File: config.mk
export PLATFORM = sky130hd
export DESIGN_NAME = handshake_fifo_buffer
export DESIGN_NICKNAME = d
export VERILOG_FILES = /design/src/rtl/handshake_fifo_buffer.sv
export SDC_FILE = /design/constraint.sdc
export NUM_CORES = 1
export LEC_CHECK = 0
export ABC_CLOCK_PERIOD_IN_PS = 2300
export BUFFER_PORTS_ARGS = -buffer_cell sky130_fd_sc_hd__buf_2
export CORE_MARGIN = 8
export CORE_UTILIZATION = 59
export CTS_BUF_LIST = sky130_fd_sc_hd__clkbuf_8
export DETAILED_ROUTE_END_ITERATION = 10
export PLACE_DENSITY = 0.81
export SYNTH_ARGS = -nofsm -noshare
export SYNTH_HDL_FRONTEND = slang
export SYNTH_SLANG_ARGS = --single-unit
File: constraint.sdc
create_clock -name clk -period 2.3 [get_ports clk]
set_clock_uncertainty 0.05 [all_clocks]
set_input_delay 0.69 -clock clk [delete_from_list [all_inputs] [get_ports clk]]
set_output_delay 0.69 -clock clk [all_outputs]
set_load 0.02 [all_outputs]
File: src/rtl/handshake_fifo_buffer.sv
// ---------------------------------------------------------------------------
// handshake_fifo_buffer
//
// Elastic FIFO on a valid/ready dataflow channel. It decouples a producer
// (constant/operator stage) from its consumer, absorbs back-pressure and
// breaks the combinational valid/ready path between them.
//
// Default build (opaque): the output comes from storage, so a word accepted
// on edge N appears on outs after that edge. ins_ready depends only on the
// occupancy, never on outs_ready.
//
// Optional feature, macro HANDSHAKE_FIFO_BYPASS_EN (transparent mode):
// when the buffer is empty, an incoming word is presented on outs in the
// same cycle. If the consumer takes it, nothing is stored. Otherwise it is
// stored as a normal push.
//
// Parameters:
//   DATA_WIDTH  payload width in bits (>= 1)
//   NUM_SLOTS   storage depth in entries (>= 2, any value, not only 2^n)
//
// Ports:
//   clk         clock, all state changes on the rising edge
//   rst         asynchronous active-high reset, empties the buffer
//   ins         input payload
//   ins_valid   producer has a word on ins
//   ins_ready   buffer can accept a word (not full)
//   outs        output payload, all-zero when nothing is presented
//   outs_valid  buffer presents a word on outs
//   outs_ready  consumer takes the presented word
// ---------------------------------------------------------------------------
module handshake_fifo_buffer #(
  parameter int DATA_WIDTH = 32,
  parameter int NUM_SLOTS  = 4
) (
  input  logic                  clk,
  input  logic                  rst,
  input  logic [DATA_WIDTH-1:0] ins,
  input  logic                  ins_valid,
  output logic                  ins_ready,
  output logic [DATA_WIDTH-1:0] outs,
  output logic                  outs_valid,
  input  logic                  outs_ready
);

  localparam int PTR_W = (NUM_SLOTS > 1) ? $clog2(NUM_SLOTS) : 1;
  localparam int CNT_W = $clog2(NUM_SLOTS + 1);

  localparam logic [PTR_W-1:0] LAST_PTR = PTR_W'(NUM_SLOTS - 1);
  localparam logic [CNT_W-1:0] FULL_CNT = CNT_W'(NUM_SLOTS);

  // Payload storage; it has no reset because occupancy is tracked by count.
  logic [DATA_WIDTH-1:0] mem [NUM_SLOTS];

  logic [PTR_W-1:0]      head;
  logic [PTR_W-1:0]      tail;
  logic [CNT_W-1:0]      count;

  logic                  empty;
  logic                  full;
  logic                  push;
  logic                  pop;
  logic                  pass_through;
  logic [DATA_WIDTH-1:0] head_data;

  // Pointers wrap explicitly at NUM_SLOTS-1, so any depth works, not only
  // powers of two.
  function automatic logic [PTR_W-1:0] next_ptr(input logic [PTR_W-1:0] p);
    return (p == LAST_PTR) ? '0 : p + PTR_W'(1);
  endfunction

  assign empty     = (count == '0);
  assign full      = (count == FULL_CNT);
  assign ins_ready = !full;
  assign head_data = empty ? '0 : mem[head];

`ifdef HANDSHAKE_FIFO_BYPASS_EN
  // An empty buffer forwards the producer's word directly. If the consumer
  // takes it in the same cycle, the word never touches storage.
  assign pass_through = empty & ins_valid & outs_ready;
  assign outs_valid   = !empty | ins_valid;
  assign outs         = empty ? (ins_valid ? ins : '0) : head_data;
`else
  assign pass_through = 1'b0;
  assign outs_valid   = !empty;
  assign outs         = head_data;
`endif

  // A pop can only drain a stored word. A forwarded word is accounted
  // for by pass_through, which also suppresses the push.
  assign push = ins_valid & ins_ready & !pass_through;
  assign pop  = !empty & outs_ready;

  // The memory write port has no reset. Stale contents are harmless
  // because count gates what is visible.
  always_ff @(posedge clk) begin
    if (push) begin
      mem[tail] <= ins;
    end
  end

  // Pointer and occupancy bookkeeping. Push on full and pop on empty are
  // impossible by construction, so count cannot overflow or underflow.
  // A simultaneous push and pop leaves count unchanged.
  always_ff @(posedge clk or posedge rst) begin
    if (rst) begin
      head  <= '0;
      tail  <= '0;
      count <= '0;
    end else begin
      if (push) begin
        tail <= next_ptr(tail);
      end
      if (pop) begin
        head <= next_ptr(head);
      end
      case ({push, pop})
        2'b10:   count <= count + CNT_W'(1);
        2'b01:   count <= count - CNT_W'(1);
        default: count <= count;
      endcase
    end
  end

endmodule

==> out/results.tsv, run 1 <==
stage	metric	value	unit
critical_path	cpMaxStageDelayCell	mux4_2	
critical_path	cp_top_family	multiplexers	
final_layout	antenna_cells	0	
power_and_ir_drop	pwr-share-comb	0.408	
outcome	status	complete, but fails checks	
power_and_ir_drop	clkPwrFrac	0.218	
timing	max_slew.worst_pin.slew	0.3089	ns
global_route	antenna_found_initial	1	
critical_path	critical_path_class	flip-flop to output port	
yosys	syn_inst	243	
final_layout	fin_nets	389	
critical_path	start_kind	flip-flop	
global_route	first_global_vias	2968	
floorplan	rows	34	
floorplan	die_area	12300	sq um
cts	cts.path.max_buffers	2	
floorplan	core_area	8721	sq um
power_and_ir_drop	swShare	0.3192	
final_layout	syn_to_final_growth	22.56	%
worst_hold_path	min_path_type	primary input to async pin	
timing	period_minus_slack	2.636	ns
drt	drc	0	
flow_run	maxCapViolations	0	
critical_path	r2r-start	count[2]	
critical_path	arrival	1.90	ns
global_route	grt_pass1_wl	15.97	mm
final_layout	final_area	6513	sq um
drt	viasPerCell	5.625	
cts	cts_root_buffer	clkbuf_8	
timing	worst_slack	-0.3356	ns
cts	cts_buffers	17	
place	dp_hpwl	6.186	mm
timing	fmax	0.3794	GHz
yosys	yosysTopAreaCell	edfxtp_1	
drt	drt_iter0_markers	154	
place	post_dp_cell_area	5888	sq um
drt	avgRoutedWirePerCell	21.99	um
floorplan	die_w	110.9	um
drt	num_vias	2627	
global_route	grt_max_degree	24	
timing	drv_slew	0	
timing	fin_crit_sh	1.146	
yosys	yosysWarnings	0	
cts	ctsHoldBuffers	0	
yosys	netlist.area_leader.share	0.7233	
floorplan	start_util	0.6093	
critical_path	crit_chain	buf_12, mux4_2, and2_1, buf_2	
drt	drt_pass1_iterations	7	
floorplan	io_pins	70	
cts	clkSlewWorstSetupHoldPaths	0.07	ns
timing	slew-limit-headroom	0.7941	
floorplan	die_h	110.9	um
critical_path	worstPathMaxFanout	12	
final_layout	layout-drive-gt1-share	0.5070	
yosys	syn_area	5314	sq um
yosys	synth_area_leaders	edfxtp_1 (72%), mux4_2 (14%), and2_1 (3.8%)	
critical_path	crit_path_start	head[0]	
critical_path	path_buf_inv	2	
place	placed_cells	423	
timing	hold_viol	0	
final_layout	final-instance-count-excl-fill	467	
global_route	globalRouteOverflowTotal	0	
timing	setup_viol_count_final	33	
global_route	grt_usage	0.1737	
yosys	synth.ff_latch_count	135	
place	port_buffers	69	
drt	wl	10.27	mm
critical_path	cp.required	1.56	ns
power_and_ir_drop	max-vdd-ir-drop	904.8	uV
timing	grt_setup_unrepaired	true	
yosys	ys_types	19	
cts	clkSinkCount	135	
yosys	syn_nets	286	
yosys	avgSynthCellArea	21.87	sq um
power_and_ir_drop	leakage	2.382	nW
power_and_ir_drop	power_switching	2.956	mW
critical_path	slowest_delay	0.52	ns
yosys	ys_seq_area_frac	0.7563	
outcome	violations	setup timing	
power_and_ir_drop	internal-power	6.304	mW
cts	cts_htree_levels	4	
cts	insertion_delay	0.42	ns
critical_path	end_kind	output port	
power_and_ir_drop	powerDensity	1422	nW/um^2
place	gp_congestion	0.7487	
power_and_ir_drop	power_frac_seq	0.374	
cts	cts_tree	built	
drt	drtAntennaViolNets	0	
==> cells in the mapped netlist <==
cell type / instances
or3_4: 1
buf_6: 4
and3_2: 4
and2_4: 2
inv_1: 7
mux2_4: 4
mux4_2: 32
clkbuf_1: 4
edfxtp_1: 128
ha_1: 6
dfrtp_1: 7
or3b_4: 1
mux2i_1: 1
fa_1: 1
buf_2: 3
and2_1: 32
xnor2_1: 1
nor2_1: 3
xor2_1: 2
==> routing by layer <==
| metal | vias up | wire length, um | track usage | part of all wire |
|---|---|---|---|---|
| li1 | 1171 | - | - | - |
| met1 | 1347 | 3992 | 0.1918 | 0.39 |
| met2 | 94 | 5530 | 0.3048 | 0.54 |
| met3 | 13 | 602 | 0.05682 | 0.059 |
| met4 | 2 | 131 | 0.06306 | 0.013 |
| met5 | - | 12 | 0 | 0.0012 |
==> power groups by stage <==
stage                     registers [mW]  logic (mW)  clock network [mW]
after floorplan                     3.41        2.35                   0
after global placement              3.44        3.32                   0
after detailed placement            3.49        3.36                   0
after CTS                           3.47        3.61                2.06
after global routing                3.50        4.05                2.17
final                               3.47        3.78                2.02
==> kinds of logic (layout without fill, tap and decap cells) <==
family,count (synthesis),in the layout,share of synthesized area
muxes,37,37,0.1488
DFF,135,135,0.7563
xor gates and xnor gates,3,3,0.004946
adders and majority gates,7,7,0.01789
buffers and inverters,18,133,0.01907
and+or+nand+nor,43,44,0.05298
==> cell usage in the layout (no fill, tap or decap), drive strengths merged, types with 2 or more instances in the layout <==
cell,n
buf,94
mux2,4
ha,6
inv,10
bufinv,4
xor2,2
clkbuf,17
and3,4
dfrtp,7
mux4,32
edfxtp,128
clkinv,6
clkinvlp,2
and2,34
nor2,3
or3,2
==> sequential cells by signal, summed over array words and instances (netlist names) <==
| signal | flops |
|---|---|
| head | 2 |
| count | 3 |
| tail | 2 |
| mem | 128 |
==> stage by stage <==
stage          power (mW)  hold slack, ns  setup WS [ns]  setup TNS (ns)    util
2_1_floorplan       5.752          0.4063         0.1269               0       -
3_3_place_gp        6.761          0.4309         0.1107               0  0.6752
3_5_place_dp        6.849          0.4411        0.08340               0  0.6752
4_1_cts             9.137          0.1319        -0.3706          -10.88  0.7357
5_1_grt             9.718          0.1515        -0.4216          -12.71  0.7468
6_report            9.260          0.1485        -0.3356          -9.644  0.7468
==> cell type report <==
class	count	area, sq um
clock buffer	17	234.0
clock inverter	15	186.4
fill	466	2208
inverter	7	26.28
multi-input combinational	91	1237
sequential	135	4024
tap	108	135.1
timing repair buffer	94	669.4
==> worst paths after layout <==
check	endpoint	depth (start not counted)	slack, ns
worst max-delay path	outs[1]	4	-0.34
worst min-delay path	tail[1]	2	0.15
worst max register to register	count[2]	10	0.09
worst min register to register	tail[1]	1	0.55
max in group asynchronous	count[0]	2	1.80
min in group clk	mem[3][24]	1	0.43
==> what timing repair did <==
item                                    in CTS  in global routing
pin swaps                                    3                  7
gates resized for setup                     19                 20
endpoints found under the hold margin        0                  0
buffers inserted                             6                  5
endpoints found under the setup margin      34                 35
gates cloned                                 1                  0
(Power assumes the default switching activity.)
==> inputs of run 2 (changes only) <==
Settings changed: CORE_UTILIZATION 59 to 46, PLACE_DENSITY 0.81 to 0.66.
==> run 2 against run 1 <==
  * The run still ends with setup timing left
  * Cell count increased by 7.7%
  * Core utilization is 15 points lower
  * Sequential power barely moved
  * Clock power shrank 2%
  * Worst hold slack got worse by 0.012 ns
  * First-iteration DRC count shrank 5.8%
  * Register-to-register slack worse by 0.13 ns
  * Final area increased by 4.7%
  * Setup slack worse by 0.0083 ns
  * Flip-flop and latch count stayed put
  * Die area up 24%
  * Critical path type unchanged
  * Largest cell class unchanged
  * Largest power group unchanged
==> out/results.tsv, run 2 (same netlist as run 1, synthesis figures left out) <==
stage	metric	value	unit	change
cts	cts_root_buffer	clkbuf_8		
power_and_ir_drop	power	10.08	mW	+8.8%
timing	drv_slew	0		unchanged
global_route	first_global_vias	2909		-2.0%
worst_hold_path	min_path_type	primary input to async pin		
timing	tns	-10.36	ns	-0.7191 ns
drt	viasPerCell	5.205		-7.5%
cts	cts_buffers	17		unchanged
drt	drc	0		unchanged
final_layout	final_cell_mix	edfxtp_1 (128), buf_6 (42), buf_2 (35)		
global_route	grt_pass1_wl	15.06	mm	-5.7%
place	pre_cts_ws	0.08694	ns	+0.003537 ns
place	gp_congestion	0.6880		-8.1%
place	dp_hpwl	6.160	mm	-0.42%
drt	drt_pass1_iterations	4		-3
final_layout	final_common_cell	edfxtp_1		
power_and_ir_drop	powerDensity	1478	nW/um^2	+3.9%
power_and_ir_drop	max-vdd-ir-drop	885.0	uV	-2.2%
critical_path	start_kind	flip-flop		
timing	max_slew.worst_pin.slew	0.3314	ns	+0.02257 ns
final_layout	largest_reg_flops	128		unchanged
drt	avgRoutedWirePerCell	20.05	um	-8.8%
floorplan	start_util	0.4674		-0.1420
cts	cts.path.max_buffers	2		unchanged
final_layout	regMostFlops	mem		
timing	hold_viol	0		unchanged
cts	ctsHoldBuffers	0		unchanged
global_route	grt_usage	0.1366		-0.03702
floorplan	rows	39		+15%
cts	cts_htree_levels	4		unchanged
floorplan	core_area	11370	sq um	+30%
final_layout	layout-drive-gt1-share	0.5694		+0.06248
global_route	antenna_found_initial	0		-1
critical_path	end_kind	output port		
timing	fmax	0.3782	GHz	-0.31%
floorplan	die_area	15250	sq um	+24%
critical_path	arrival	1.90	ns	about the same
timing	worst_slack	-0.3439	ns	-0.008274 ns
critical_path	critical_path_class	flip-flop to output port		
floorplan	die_h	123.5	um	+11%
drt	num_vias	2618		-0.34%
flow_run	maxCapViolations	0		unchanged
power_and_ir_drop	leakage	2.521	nW	+5.8%
drt	drtAntennaViolNets	0		unchanged
final_layout	top_regs	mem (128), count (3)		
cts	clkSinkCount	135		unchanged
drt	wl	10.09	mm	-1.8%
outcome	status	complete, but fails checks		
timing	fin_crit_sh	1.150		+0.003597
critical_path	worstPathMaxFanout	7		-5
place	placed_cells	460		+8.7%
drt	drt_iter0_markers	145		-5.8%
global_route	grt_max_degree	33		+38%
timing	slew-limit-headroom	0.7790		-0.01504
timing	period_minus_slack	2.644	ns	+0.008274 ns
floorplan	io_pins	70		unchanged
final_layout	fill_cells	831		+78%
global_route	globalRouteOverflowTotal	0		unchanged
floorplan	die_w	123.5	um	+11%
cts	clkSlewWorstSetupHoldPaths	0.07	ns	about the same
critical_path	cp.required	1.56	ns	about the same
timing	grt_setup_unrepaired	true		
cts	cts_tree	built		
final_layout	antenna_cells	0		unchanged
cts	insertion_delay	0.43	ns	about the same
final_layout	syn_to_final_growth	28.33	%	
timing	setup_viol_count_final	35		+6.1%
outcome	violations	setup timing		
place	port_buffers	69		unchanged
final_layout	final-instance-count-excl-fill	503		+7.7%
final_layout	fin_nets	391		+0.51%
run 2: changes by cell type in the layout (fill, tap and decap cells not counted), moves of 2 or more:
cell	previous run	this run
and2_1	25	0
and2_4	9	34
buf_2	59	35
buf_4	18	12
buf_6	11	42
clkbuf_16	0	2
clkinv_2	2	4
clkinv_4	2	0
dfrtp_1	3	5
dfrtp_2	4	2
run 2: where the power goes:
part           internal (mW)  total [mW]  switching [mW]
combinational           2.64        4.67            2.03
clock                   1.15        1.97           0.824
sequential              3.26        3.44           0.176
total                   7.05        10.1            3.03
run 2: final cells by class:
type,count,area (sq um),area share
clock buffer,17,234.0,0.03431
clock inverter,14,166.4,0.02440
inverter,7,26.28,0.003853
multi-input combinational,90,1289,0.1890
sequential,135,4021,0.5897
tap,143,178.9,0.02624
timing repair buffer,97,903.4,0.1325
run 2: final timing paths:
check	startpoint	endpoint	slack, ns	depth (start not counted)
worst max-delay path	head[0]	outs[25]	-0.34	5
worst min-delay path	rst	count[0]	0.14	2
worst max register to register	count[0]	count[2]	-0.04	11
worst min register to register	count[2]	count[2]	0.46	1
max in group asynchronous	rst	head[1]	1.83	2
min in group clk	ins[22]	mem[3][22]	0.41	1
run 2: critical path, cell delays in order, from the launching register on:
cell,delay [ns]
dfrtp_2,0.40
buf_6,0.14
buf_8,0.13
mux4_2,0.51
and2_4,0.16
buf_6,0.12
run 2: per-stage QoR:
stage	util	hold WS (ns)	cell area, sq um
6_report	0.5998	0.1369	6819
5_1_grt	0.5998	0.1262	6819
2_1_floorplan	-	0.4063	5314
4_1_cts	0.5626	0.1172	6396
3_3_place_gp	0.5232	0.4249	5948
3_5_place_dp	0.5232	0.4405	5948
run 2: timing repair:
item | in CTS | in global routing
setup buffers | 2 | 8
pin swaps | 0 | 38
gates resized for setup | 10 | 105
gates cloned | 0 | 2
endpoints found under the setup margin | 34 | 35
run 2: metal layers:
metal	vias up	routed length, um	track usage
met1	1365	4020	0.1470
li1	1177	-	-
met4	0	163	0.06095
met5	-	0	0
met3	15	528	0.04886
met2	61	5372	0.2379
==> inputs of run 3 (changes only) <==
Settings changed: REMOVE_ABC_BUFFERS set to 1, SETUP_SLACK_MARGIN set to 0.3.
==> run 3 against run 2 <==
  * The run still ends with setup timing left
  * Non-clock buffer count is 1 lower
  * Cell count stayed put
  * Register-to-register slack better by 0.14 ns
  * First-iteration DRC count is 75% higher
  * Total power is 1.5% lower
  * Final area is 0.11% lower
  * Combinational power is 2% higher
  * Global-route usage is 0.071 points higher
  * Flip-flop and latch count stayed put
==> out/results.tsv, run 3 (same netlist as run 1, synthesis figures left out) <==
stage	metric	value	unit	change
outcome	status	complete, but fails checks		
outcome	violations	setup timing		
global_route	antenna_found_initial	1		+1
place	post_dp_cell_area	5971	sq um	+0.38%
critical_path	cp.required	1.56	ns	about the same
critical_path	end_kind	output port		
floorplan	start_util	0.4674		unchanged
floorplan	die_w	123.5	um	unchanged
final_layout	fill_cells	832		+0.12%
critical_path	start_kind	flip-flop		
power_and_ir_drop	max-vdd-ir-drop	1022	uV	+15%
drt	avgRoutedWirePerCell	19.97	um	-0.39%
timing	fmax	0.3835	GHz	+1.4%
drt	drc	0		unchanged
global_route	grt_pass1_wl	15.12	mm	+0.41%
place	pre_cts_ws	0.05490	ns	-0.03204 ns
power_and_ir_drop	powerDensity	1458	nW/um^2	-1.3%
critical_path	path_buf_inv	3		unchanged
timing	hold_viol	0		unchanged
final_layout	syn_to_final_growth	28.18	%	
critical_path	critical_path_class	flip-flop to output port		
drt	drt_pass1_iterations	4		unchanged
cts	cts.path.max_buffers	2		unchanged
cts	ctsHoldBuffers	0		unchanged
place	gp_congestion	0.7079		+2.9%
final_layout	fin_nets	390		-0.26%
cts	clkSinkCount	135		unchanged
cts	cts_htree_levels	4		unchanged
drt	wl	10.05	mm	-0.39%
critical_path	arrival	1.87	ns	-0.03 ns
final_layout	final_common_cell	edfxtp_1		
worst_hold_path	min_path_type	primary input to async pin		
timing	slew-limit-headroom	0.7581		-0.02092
critical_path	path_common_cell	buf_12		
global_route	grt_max_degree	33		unchanged
global_route	globalRouteOverflowTotal	0		unchanged
floorplan	die_h	123.5	um	unchanged
cts	insertion_delay	0.42	ns	about the same
floorplan	core_area	11370	sq um	unchanged
cts	cts_buffers	17		unchanged
timing	period_minus_slack	2.608	ns	-0.03617 ns
final_layout	final_area	6812	sq um	-0.11%
critical_path	slowest_delay	0.50	ns	about the same
floorplan	die_area	15250	sq um	unchanged
final_layout	regMostFlops	mem		
drt	drtAntennaViolNets	0		unchanged
power_and_ir_drop	leakage	2.514	nW	-0.25%
drt	viasPerCell	5.123		-1.6%
final_layout	final_cell_mix	edfxtp_1 (128), buf_2 (36), buf_6 (36)		
global_route	grt_usage	0.1374		+0.0007144
drt	num_vias	2577		-1.6%
timing	fin_crit_sh	1.134		-0.01573
cts	cts_tree	built		
place	dp_hpwl	6.062	mm	-1.6%
final_layout	layout-drive-gt1-share	0.5667		-0.002778
cts	clkSlewWorstSetupHoldPaths	0.07	ns	about the same
cts	cts_root_buffer	clkbuf_8		
final_layout	antenna_cells	0		unchanged
timing	setup_viol_count_final	33		-5.7%
timing	max_slew.worst_pin.slew	0.3628	ns	+0.03138 ns
critical_path	worstPathMaxFanout	7		unchanged
final_layout	utilization	0.5991		-0.0006600
timing	grt_setup_unrepaired	true		
place	port_buffers	69		unchanged
critical_path	cpMaxStageDelayCell	mux4_2		
critical_path	cp_top_family	multiplexers		
final_layout	largest_reg_flops	128		unchanged
flow_run	maxCapViolations	0		unchanged
floorplan	io_pins	70		unchanged
final_layout	top_regs	mem (128), count (3)		
global_route	first_global_vias	2879		-1.0%
timing	drv_slew	0		unchanged
critical_path	crit_chain	buf_12, buf_12, mux4_2, and2_4, buf_6		
drt	drt_iter0_markers	254		+75%
floorplan	rows	39		unchanged
timing	worst_slack	-0.3077	ns	+0.03617 ns
[run 3: changes by cell type in the layout (fill, tap and decap cells not counted), moves of 2 or more]
cell       delta
clkinv_1      -2
buf_4         -2
buf_8         +2
clkinv_2      +2
buf_12        +4
inv_1         +2
bufinv_16     -2
buf_6         -6
[run 3: what timing repair did]
item	in CTS	in global routing
pin swaps	32	6
setup endpoints to repair	36	36
cloned	1	1
setup buffers	9	2
resized for setup	98	15
[run 3: report_power, final]
group / internal, mW / leakage [nW] / switching, mW
clock: 0.929 / 0.197 / 0.823
sequential: 3.26 / 1.25 / 0.144
combinational: 2.68 / 1.06 / 2.09
[run 3: final cells by class]
cell class	instances	area, sq um	area share
Clock buffer	17	234.0	0.03435
Sequential cell	135	4021	0.5904
Multi-Input combinational cell	90	1286	0.1888
Timing Repair Buffer	96	938.4	0.1378
Clock inverter	15	123.9	0.01819
Tap cell	143	178.9	0.02627
Inverter	7	28.78	0.004225
[run 3: routing by layer]
layer / global-route usage / share of wire
met5: 0 / 0.00080
met4: 0.04740 / 0.0068
met3: 0.05525 / 0.068
met2: 0.2139 / 0.49
met1: 0.1717 / 0.44
[run 3: final timing paths]
check	startpoint	end	cells after the start	slack (ns)
max in group asynchronous	rst	head[0]	2	1.76
min reg2reg	tail[1]	tail[1]	1	0.53
max	head[0]	outs[0]	5	-0.31
min	rst	tail[1]	2	0.16
min in group clk	ins[25]	mem[1][25]	1	0.43
max reg2reg	count[2]	count[2]	11	0.10
[run 3: per-stage QoR]
step	total power, mW	hold WS, ns	std cells	TNS [ns]
2_1_floorplan	5.649	0.4063	232	-23.31
3_5_place_dp	6.948	0.4254	458	0
4_1_cts	9.818	0.1267	500	-9.916
5_1_grt	10.42	0.1629	503	-11.84
3_3_place_gp	6.902	0.4266	458	0
6_report	9.931	0.1633	503	-9.025
